$ cat src/rtl/inst_fetch_queue_if.sv
// Fetch-stage bus bundle: instruction-memory request/response, redirect and decode handshake.
// The master modport is the fetch unit's view; the slave modport is the memory/decode side.
interface inst_fetch_queue_if #(
  parameter int unsigned ADDR_W = 16,
  parameter int unsigned INST_W = 16
);
  logic              imem_req_valid;
  logic [ADDR_W-1:0] imem_req_addr;
  logic              imem_req_ready;
  logic              imem_resp_valid;
  logic [INST_W-1:0] imem_resp_data;
  logic              redirect_valid;
  logic [ADDR_W-1:0] redirect_pc;
  logic              if_valid;
  logic [INST_W-1:0] if_inst;
  logic [ADDR_W-1:0] if_pc;
  logic              if_ready;

  modport master (
    output imem_req_valid, imem_req_addr,
    input  imem_req_ready, imem_resp_valid, imem_resp_data,
    input  redirect_valid, redirect_pc,
    output if_valid, if_inst, if_pc,
    input  if_ready
  );

  modport slave (
    input  imem_req_valid, imem_req_addr,
    output imem_req_ready, imem_resp_valid, imem_resp_data,
    output redirect_valid, redirect_pc,
    input  if_valid, if_inst, if_pc,
    output if_ready
  );
endinterface

$ cat src/rtl/inst_fetch_queue.sv
// Instruction fetch stage: fetch PC, credit-limited imem requests, in-order prefetch
// queue of {inst, pc} toward decode, and redirect (flush + restart).
// Optional feature macro: FETCH_STALL_CNT_EN adds the saturating stall_cnt output.
module inst_fetch_queue #(
  parameter int unsigned ADDR_W   = 16,
  parameter int unsigned INST_W   = 16,
  parameter int unsigned DEPTH    = 4,
  parameter int unsigned RESET_PC = 0
) (
  input  logic        clk,
  input  logic        rst,
  inst_fetch_queue_if.master bus
`ifdef FETCH_STALL_CNT_EN
  ,
  output logic [15:0] stall_cnt
`endif
);

  localparam int unsigned PTR_W = $clog2(DEPTH);
  localparam int unsigned CNT_W = PTR_W + 1;
  localparam int unsigned SUM_W = CNT_W + 2;

  // Fetch PC and credit counters (queued, in flight, to be discarded).
  logic [ADDR_W-1:0] r_fpc;
  logic [CNT_W-1:0]  r_occ;
  logic [CNT_W-1:0]  r_out;
  logic [CNT_W-1:0]  r_drop;

  // Prefetch queue storage and pointers.
  logic [INST_W-1:0] r_q_inst [DEPTH];
  logic [ADDR_W-1:0] r_q_pc   [DEPTH];
  logic [PTR_W-1:0]  r_q_rd;
  logic [PTR_W-1:0]  r_q_wr;

  // PCs of live in-flight requests, oldest first.
  logic [ADDR_W-1:0] r_pf_pc [DEPTH];
  logic [PTR_W-1:0]  r_pf_rd;
  logic [PTR_W-1:0]  r_pf_wr;

  logic [SUM_W-1:0]  w_sum;
  logic              w_req_valid;
  logic              w_accept;
  logic              w_resp_hit;
  logic              w_resp_drop;
  logic              w_resp_keep;
  logic              w_enq;
  logic              w_if_valid;
  logic              w_deq;

  assign w_sum       = SUM_W'(r_occ) + SUM_W'(r_out) + SUM_W'(r_drop);
  assign w_req_valid = !rst && !bus.redirect_valid && (w_sum < SUM_W'(DEPTH));
  assign w_accept    = w_req_valid && bus.imem_req_ready;
  // A response is either owed to a flushed request (drop) or to a live one (keep).
  assign w_resp_drop = bus.imem_resp_valid && (r_drop != '0);
  assign w_resp_keep = bus.imem_resp_valid && (r_drop == '0) && (r_out != '0);
  assign w_resp_hit  = w_resp_drop || w_resp_keep;
  assign w_enq       = !rst && !bus.redirect_valid && w_resp_keep;
  assign w_if_valid  = (r_occ != '0);
  assign w_deq       = w_if_valid && bus.if_ready;

  assign bus.imem_req_valid = w_req_valid;
  assign bus.imem_req_addr  = r_fpc;
  assign bus.if_valid       = w_if_valid;
  assign bus.if_inst        = w_if_valid ? r_q_inst[r_q_rd] : '0;
  assign bus.if_pc          = w_if_valid ? r_q_pc[r_q_rd]   : '0;

  // Control state: PC, counters and pointers; redirect flushes and moves debt to drop.
  always_ff @(posedge clk) begin
    if (rst) begin
      r_fpc   <= ADDR_W'(RESET_PC);
      r_occ   <= '0;
      r_out   <= '0;
      r_drop  <= '0;
      r_q_rd  <= '0;
      r_q_wr  <= '0;
      r_pf_rd <= '0;
      r_pf_wr <= '0;
    end else if (bus.redirect_valid) begin
      r_fpc   <= bus.redirect_pc;
      r_occ   <= '0;
      r_out   <= '0;
      r_drop  <= r_drop + r_out - CNT_W'(w_resp_hit);
      r_q_rd  <= '0;
      r_q_wr  <= '0;
      r_pf_rd <= '0;
      r_pf_wr <= '0;
    end else begin
      if (w_accept) begin
        r_fpc   <= r_fpc + ADDR_W'(1);
        r_pf_wr <= r_pf_wr + PTR_W'(1);
      end
      if (w_resp_keep) begin
        r_pf_rd <= r_pf_rd + PTR_W'(1);
        r_q_wr  <= r_q_wr + PTR_W'(1);
      end
      if (w_deq) begin
        r_q_rd <= r_q_rd + PTR_W'(1);
      end
      r_out  <= r_out + CNT_W'(w_accept) - CNT_W'(w_resp_keep);
      r_drop <= r_drop - CNT_W'(w_resp_drop);
      r_occ  <= r_occ + CNT_W'(w_enq) - CNT_W'(w_deq);
    end
  end

  // Storage writes: capture request PC at accept, {data, pc} at live response.
  always_ff @(posedge clk) begin
    if (w_accept) begin
      r_pf_pc[r_pf_wr] <= r_fpc;
    end
    if (w_enq) begin
      r_q_inst[r_q_wr] <= bus.imem_resp_data;
      r_q_pc[r_q_wr]   <= r_pf_pc[r_pf_rd];
    end
  end

`ifndef SYNTHESIS
  // Flag a response the memory had no outstanding request for.
  always_ff @(posedge clk) begin
    if (!rst && bus.imem_resp_valid && (r_out == '0) && (r_drop == '0)) begin
      $error("inst_fetch_queue: unexpected imem response");
    end
  end
`endif

`ifdef FETCH_STALL_CNT_EN
  logic [15:0] r_stall;

  // Count cycles with nothing to offer decode; saturate, clear only on reset.
  always_ff @(posedge clk) begin
    if (rst) begin
      r_stall <= '0;
    end else if (!w_if_valid && (r_stall != 16'hFFFF)) begin
      r_stall <= r_stall + 16'd1;
    end
  end

  assign stall_cnt = r_stall;
`endif

endmodule

$ cat src/flat_wrapper.sv
// flat-port wrapper written by rule: the top's interface ports become plain ports
module inst_fetch_queue_flat 
#(
  parameter int unsigned ADDR_W   = 16,
  parameter int unsigned INST_W   = 16,
  parameter int unsigned DEPTH    = 4,
  parameter int unsigned RESET_PC = 0
)
  (clk, rst, bus_imem_req_valid, bus_imem_req_addr, bus_imem_req_ready, bus_imem_resp_valid, bus_imem_resp_data, bus_redirect_valid, bus_redirect_pc, bus_if_valid, bus_if_inst, bus_if_pc, bus_if_ready);
  inst_fetch_queue_if #(.ADDR_W(ADDR_W), .INST_W(INST_W)) bus_i ();
  input  logic clk;
  input  logic rst;
  output wire logic [$bits(bus_i.imem_req_valid)-1:0] bus_imem_req_valid;
  output wire logic [$bits(bus_i.imem_req_addr)-1:0] bus_imem_req_addr;
  input wire logic [$bits(bus_i.imem_req_ready)-1:0] bus_imem_req_ready;
  input wire logic [$bits(bus_i.imem_resp_valid)-1:0] bus_imem_resp_valid;
  input wire logic [$bits(bus_i.imem_resp_data)-1:0] bus_imem_resp_data;
  input wire logic [$bits(bus_i.redirect_valid)-1:0] bus_redirect_valid;
  input wire logic [$bits(bus_i.redirect_pc)-1:0] bus_redirect_pc;
  output wire logic [$bits(bus_i.if_valid)-1:0] bus_if_valid;
  output wire logic [$bits(bus_i.if_inst)-1:0] bus_if_inst;
  output wire logic [$bits(bus_i.if_pc)-1:0] bus_if_pc;
  input wire logic [$bits(bus_i.if_ready)-1:0] bus_if_ready;
  assign bus_imem_req_valid = bus_i.imem_req_valid;
  assign bus_imem_req_addr = bus_i.imem_req_addr;
  assign bus_i.imem_req_ready = bus_imem_req_ready;
  assign bus_i.imem_resp_valid = bus_imem_resp_valid;
  assign bus_i.imem_resp_data = bus_imem_resp_data;
  assign bus_i.redirect_valid = bus_redirect_valid;
  assign bus_i.redirect_pc = bus_redirect_pc;
  assign bus_if_valid = bus_i.if_valid;
  assign bus_if_inst = bus_i.if_inst;
  assign bus_if_pc = bus_i.if_pc;
  assign bus_i.if_ready = bus_if_ready;
  inst_fetch_queue #(.ADDR_W(ADDR_W), .INST_W(INST_W), .DEPTH(DEPTH), .RESET_PC(RESET_PC)) u_core (.clk(clk), .rst(rst), .bus(bus_i));
endmodule
$ cat config.mk
export PLATFORM = sky130hd
export DESIGN_NAME = inst_fetch_queue_flat
export DESIGN_NICKNAME = d
export VERILOG_FILES = /design/src/rtl/inst_fetch_queue_if.sv /design/src/rtl/inst_fetch_queue.sv /design/src/flat_wrapper.sv
export SDC_FILE = /design/constraint.sdc
export NUM_CORES = 1
export LEC_CHECK = 0
export CAP_MARGIN = 40
export CORE_MARGIN = 4
export CORE_UTILIZATION = 30
export CTS_BUF_LIST = sky130_fd_sc_hd__clkbuf_8
export DETAILED_ROUTE_END_ITERATION = 8
export SLEW_MARGIN = 40
export SYNTH_ARGS = -nofsm -noshare
export SYNTH_HDL_FRONTEND = slang
export SYNTH_SLANG_ARGS = --single-unit
export TNS_END_PERCENT = 100
$ cat constraint.sdc
create_clock -name clk -period 3.52 [get_ports clk]
set_clock_uncertainty 0.1 [all_clocks]
set_input_delay 0.528 -clock clk [delete_from_list [all_inputs] [get_ports clk]]
set_output_delay 0.528 -clock clk [all_outputs]
set_load 0.02 [all_outputs]
; ---- Yosys cells after proc, flatten, opt, wreduce, memory -nomap -nowiden
; Memories as Yosys holds them, arrays and structs flattened. A register that Yosys moved wholly into a read port is not among the register bits.
; Cells that the tools add are included.
[totals]
regBits = 33
ramBits = 192
in_bits = 38
output_inout_bits = 50
mem_count = 3
[classes]
add_sub_neg = 14
n_lt_le_gt_ge = 1
n_mux = 15
reduce_logical = 17
[mem_list]
columns = memory, depth, width, rd, rd_clocked_by_memory_dff, wr, line_no
row1 = u_core.r_pf_pc, 4, 16, 1, 1, 1, inst_fetch_queue.sv:36  ; logic [ADDR_W-1:0] r_pf_pc [DEPTH];
row2 = u_core.r_q_inst, 4, 16, 1, 1, 1, inst_fetch_queue.sv:30  ; logic [INST_W-1:0] r_q_inst [DEPTH];
row3 = u_core.r_q_pc, 4, 16, 1, 1, 1, inst_fetch_queue.sv:31  ; logic [ADDR_W-1:0] r_q_pc [DEPTH];
[ops]
columns = op, n
row1 = 2-to-1 mux 16 bit, 4
row2 = adder 16 x 1 -> 16 bit (second input constant), 1
row3 = 2-to-1 mux 2 bit, 6
row4 = subtractor 3 x 1 -> 3 bit, 4
row5 = nonzero test 3 bit, 3
row6 = adder 2 x 1 -> 2 bit (second input constant), 4
row7 = logical AND 1 bit, 8
row8 = adder 3 x 1 -> 3 bit, 2
row9 = adder 5 x 3 -> 5 bit, 1
row10 = < comparator 5 x 3 -> 1 bit (second input constant), 1
row11 = adder 3 x 3 -> 4 bit, 1
row12 = 2-to-1 mux 1 bit, 4
row13 = adder 3 bit, 1
row14 = logical NOT 3 bit, 1
row15 = 2-to-1 mux 3 bit, 1
row16 = logical NOT 1 bit, 2
row17 = nonzero test 2 bit, 1
row18 = OR reduction 2 bit, 1
row19 = logical OR 1 bit, 1

; ---- Depth between registers and ports, before layout
[depth]
word_depth = 7
mapped_depth = 16
mapped_depth_nobuf = 14

; ---- Worst setup path after synthesis
; Ideal clock, no wire load.
[synth_timing]
kind = reg2reg
from = reg u_core.r_out[0]
to = reg u_core.r_out[2]
setup_ps = 128
arrival_time_ps = 3305
required_ps = 3292
setup_slack_ps = -13
stages_incl_launch_ff = 17
period_less_slack_ps = 3533
cell_sequence = dfxtp_1 ha_1 fa_1 xor2_1 ha_1 nor4_1 o211ai_1 or2_1 clkbuf_1 inv_2 buf_2 ha_1 inv_1 fa_1 xnor2_1 xnor2_1 nor2_1
[synth_between]
elab_chain_len = 7
word_cells_on_any_way = 9
classes_between = add/sub (4) / order compare (1) / reduce/logical (4)
[synth_rtl]
columns = item, line_no
row1 = from (decl), inst_fetch_queue.sv:26  ; logic [CNT_W-1:0] r_out;
row2 = from (signal assigned), inst_fetch_queue.sv:99  ; r_out <= r_out + CNT_W'(w_accept) - CNT_W'(w_resp_keep);
row3 = adder 3 x 3 -> 4 bit, inst_fetch_queue.sv:50  ; assign w_sum = SUM_W'(r_occ) + SUM_W'(r_out) + SUM_W'(r_drop);
row4 = adder 5 x 3 -> 5 bit, inst_fetch_queue.sv:50
row5 = < comparator 5 x 3 -> 1 bit, inst_fetch_queue.sv:51  ; assign w_req_valid = !rst && !bus.redirect_valid && (w_sum < SUM_W'(DEPTH));
row6 = logical AND 1 bit, inst_fetch_queue.sv:51
row7 = logical AND 1 bit, inst_fetch_queue.sv:52  ; assign w_accept = w_req_valid && bus.imem_req_ready;
row8 = named net u_core.w_accept, inst_fetch_queue.sv:42  ; logic w_accept;
row9 = adder 3 x 1 -> 3 bit, inst_fetch_queue.sv:99
row10 = subtractor 3 x 1 -> 3 bit, inst_fetch_queue.sv:99
; The timed path passes the listed nets, and every way through them passes these cells.
; A chain may end at the register's enable or synchronous reset.

; ---- Final worst setup path
[layout_timing]
from = reg u_core.r_out[0]
to = out bus_imem_req_valid
[layout_between]
elab_chain_len = 4
[layout_rtl]
columns = item, line_no
row1 = adder 3 x 3 -> 4 bit, inst_fetch_queue.sv:50
row2 = adder 5 x 3 -> 5 bit, inst_fetch_queue.sv:50
row3 = < comparator 5 x 3 -> 1 bit, inst_fetch_queue.sv:51
row4 = logical AND 1 bit, inst_fetch_queue.sv:51
row5 = to (decl), flat_wrapper.sv:13  ; output wire logic [$bits(bus_i.imem_req_valid)-1:0] bus_imem_req_valid;
; No other way between the ends.

==> flow_metrics.py <==
metrics = {
    "outcome": {
        "outcome": "finished, final reports clean",
    },
    "sta": {
        "fin_tns_setup_ns": 0,
        "report.final.slew_viol_count": 0,
        "max-slew-margin-rel_pct": 66.9,
        "fmax_ghz": 0.306,
        "rsz0062_at_grt": "no",
        "max_slew.worst_pin.slew_ns": 0.496,
        "fin_crit_ns": 3.27,
        "fin_crit_sh_pct": 92.8,
        "setup_violations": 0,
        "hold_violations": 0,
    },
    "global_routing": {
        "grt_max_degree": 34,
        "grt-ovfl-total": 0,
        "grt_pass1_vias": 5139,
        "antenna_found_initial": 0,
        "grt_pass1_wl_mm": 27.7,
        "gr-usage-all-layers_pct": 10.3,
    },
    "final_layout": {
        "utilization_pct": 37.5,
        "areaGrowthSynthToFinish_pct": 23.5,
        "layout.nets": 730,
        "n_antenna_cell": 0,
        "drive_gt1_share_pct": 17.8,
        "num-fill-cells": 2913,
    },
    "clocking": {
        "clock_latency_ns": 0.52,
        "clock-sinks": 229,
        "numCtsBuffers": 37,
        "root_buffer": "clkbuf_8",
        "clockBufferDepth": 3,
        "htreeDepth": 2,
        "tritoncts": "yes",
        "clk_pin_slew_ns": 0.06,
        "postCtsSetupRepairBufs": 0,
    },
    "synthesis": {
        "synth_cell_types": 48,
        "syn_area_mm2": 0.00929,
        "syn_area_per_cell_um2": 17.1,
        "synth_warnings": 0,
        "synth_flop_cell": "edfxtp_1",
        "ys_seq_area_share_pct": 70.0,
        "synth_compound_gate_area_share_pct": 3.08,
        "synth_cells": 544,
        "synth.top_cell.area_share_pct": 62.0,
        "synthTopCellsByCount": "edfxtp_1, mux4_2, and2_1",
        "synth_fa_ha_area_share_pct": 3.96,
        "synth_fp_nets": 609,
        "synth-simple-area-share_pct": 7.80,
        "synth-xor-area-share_pct": 1.41,
        "synth-seq-cells": 229,
        "yosys.cell_count.top_type": "edfxtp_1",
        "synth_top_family_by_area": "multiplexers",
        "synth_edf_count": 192,
        "synth_mux_area_share_pct": 11.7,
        "synth_top_area_cell": "edfxtp_1",
        "synthArstFlopShare_pct": 0,
        "netlist_top_cells_area": "edfxtp_1, mux4_2, dfxtp_1",
    },
    "die": {
        "fp.dieW_um": 184,
        "dieHeight_um": 184,
        "ioPinCount": 88,
        "core_region_area_mm2": 0.0306,
        "dieArea_mm2": 0.0339,
        "start_util_pct": 30.4,
        "row_count": 64,
    },
    "power": {
        "switching_share_pct": 22.0,
        "p_seq_share_pct": 54.9,
        "cellPowerDensity_mw_per_mm2": 483,
        "intPower_w": 0.00432,
        "p_clk_share_pct": 38.4,
        "pwr-share-comb_pct": 6.7,
        "peakVddDrop_mv": 0.234,
        "power.leakage_nw": 3.78,
        "power.switching_w": 0.00122,
    },
    "critical_path": {
        "crit_path_end_kind": "output port",
        "r2r_cells": 14,
        "worst_setup_path_start_kind": "flip-flop",
        "critical_path_class": "reg -> out",
        "cp_max_fo": 3,
        "cp.arrival_ns": 2.64,
        "cp.required_ns": 2.89,
    },
    "job": {
        "cap_violations": 0,
    },
    "routing": {
        "drt.antenna.violating_nets": 0,
        "via_count": 4934,
        "totalWireLength_mm": 17.5,
        "wl_per_cell_um": 16.1,
        "dr.pass1.iters": 5,
        "post_drt_via_cell_ratio": 4.54,
        "drc": 0,
        "drt_iter0_markers": 229,
    },
    "min_path": {
        "holdCritPathClass": "reg -> reg",
        "hold_depth": 2,
    },
    "placed_design": {
        "io_buffers": 87,
        "place.gp.congestion": 0.763,
        "dp_hpwl_mm": 10.9,
    },
}
-- what timing repair did --
item	CTS	global route
gates resized for setup	1	2
pin swaps	0	0
hold endpoints to repair	0	0
hold buffers	0	0
gates cloned	0	0
endpoints found under the setup margin	1	1
-- critical path: stages, from the launching register on --
cell	delay (ns)
dfxtp_1	0.33
ha_1	0.23
fa_1	0.38
xor2_1	0.16
ha_1	0.27
nor4_1	0.25
o211ai_1	0.17
nor2b_1	0.17
clkbuf_2	0.19
-- per-stage QoR --
step                      instance area, um^2  power (W)  instances  hold slack [ns]  setup WS, ns
after floorplan                          9290    0.00331        544            0.369        0.0232
after global placement                  10800    0.00347       1022            0.390         0.268
after global routing                    11500    0.00580       1086            0.432       0.00329
after detailed placement                10800    0.00347       1022            0.400         0.231
final                                   11500    0.00554       1086            0.400         0.255
after CTS                               11500    0.00563       1086            0.408        0.0511
-- worst paths after layout --
check | startpoint | endpoint | slack, ns
max | u_core.r_out[0] | bus_imem_req_valid | 0.25
min | u_core.r_pf_wr[1] | u_core.r_pf_wr[1] | 0.40
max reg2reg | u_core.r_out[0] | u_core.r_out[2] | 0.27
min reg2reg | u_core.r_pf_wr[1] | u_core.r_pf_wr[1] | 0.40
-- kinds of logic (layout without fill, tap and decap cells) --
logic type,count (synthesis),in the layout
flops,229,229
simple gates,132,132
mux,49,49
buf+inv,47,193
compound gates,45,45
fa+ha+maj,27,27
xor+xnor,15,15
-- power by group through the flow --
stage / combinational (W) / clock (W) / sequential, W
finish: 0.000370 / 0.00213 / 0.00304
detailed placement: 0.000379 / 0 / 0.00310
global route: 0.000428 / 0.00233 / 0.00305
floorplan: 0.000216 / 0 / 0.00309
CTS: 0.000380 / 0.00221 / 0.00304
global placement: 0.000378 / 0 / 0.00309
-- cells in the final DEF (no fill, tap or decap), drive strengths merged, types with 2 or more instances in the layout --
cell           Yosys  final
edfxtp           192    192
clkdlybuf4s50      0     86
mux4              48     48
and2              42     42
clkbuf            16     39
dfxtp             37     37
inv               20     36
nor2              24     24
ha                23     23
buf               10     21
nand2             20     20
a21oi             14     14
nor3              12     12
xnor2             10     10
nand3              9      9
a31oi              7      7
o21ai              7      7
clkinv             1      7
nor4               6      6
xor2               5      5
and3               5      5
o211ai             4      4
fa                 4      4
a22oi              3      3
nand4              3      3
or3                2      2
nor2b              2      2
nand3b             2      2
clkinvlp           0      2
bufinv             0      2
or2                2      2
or4                2      2
-- layer usage --
layer	GRT usage, %	vias up	share of wire (%)
met5	0	-	0
met4	2.69	0	1.6
met3	2.67	24	7.6
met2	15.7	165	44
met1	14.8	2400	47
li1	-	2345	-
-- layout make-up --
class                           instances  area (um^2)  area share [%]
Clock buffer                           38          523            4.56
Clock inverter                         26          168            1.46
Inverter                               21         78.8           0.687
Multi-Input combinational cell        268         2600            22.7
Sequential cell                       229         6510            56.7
Tap cell                              396          495            4.32
Timing Repair Buffer                  108         1100            9.57
-- registers in the layout, summed over array words and instances, names as in the netlist, 3 cells and up, named ones only --
register / flops
u_core.r_q_pc: 64
u_core.bus.imem_req_addr: 16
u_core.r_q_inst: 64
u_core.r_occ: 3
u_core.r_drop: 3
u_core.r_out: 3
u_core.r_pf_pc: 64
No activity file was read; power rests on OpenSTA's default activity.
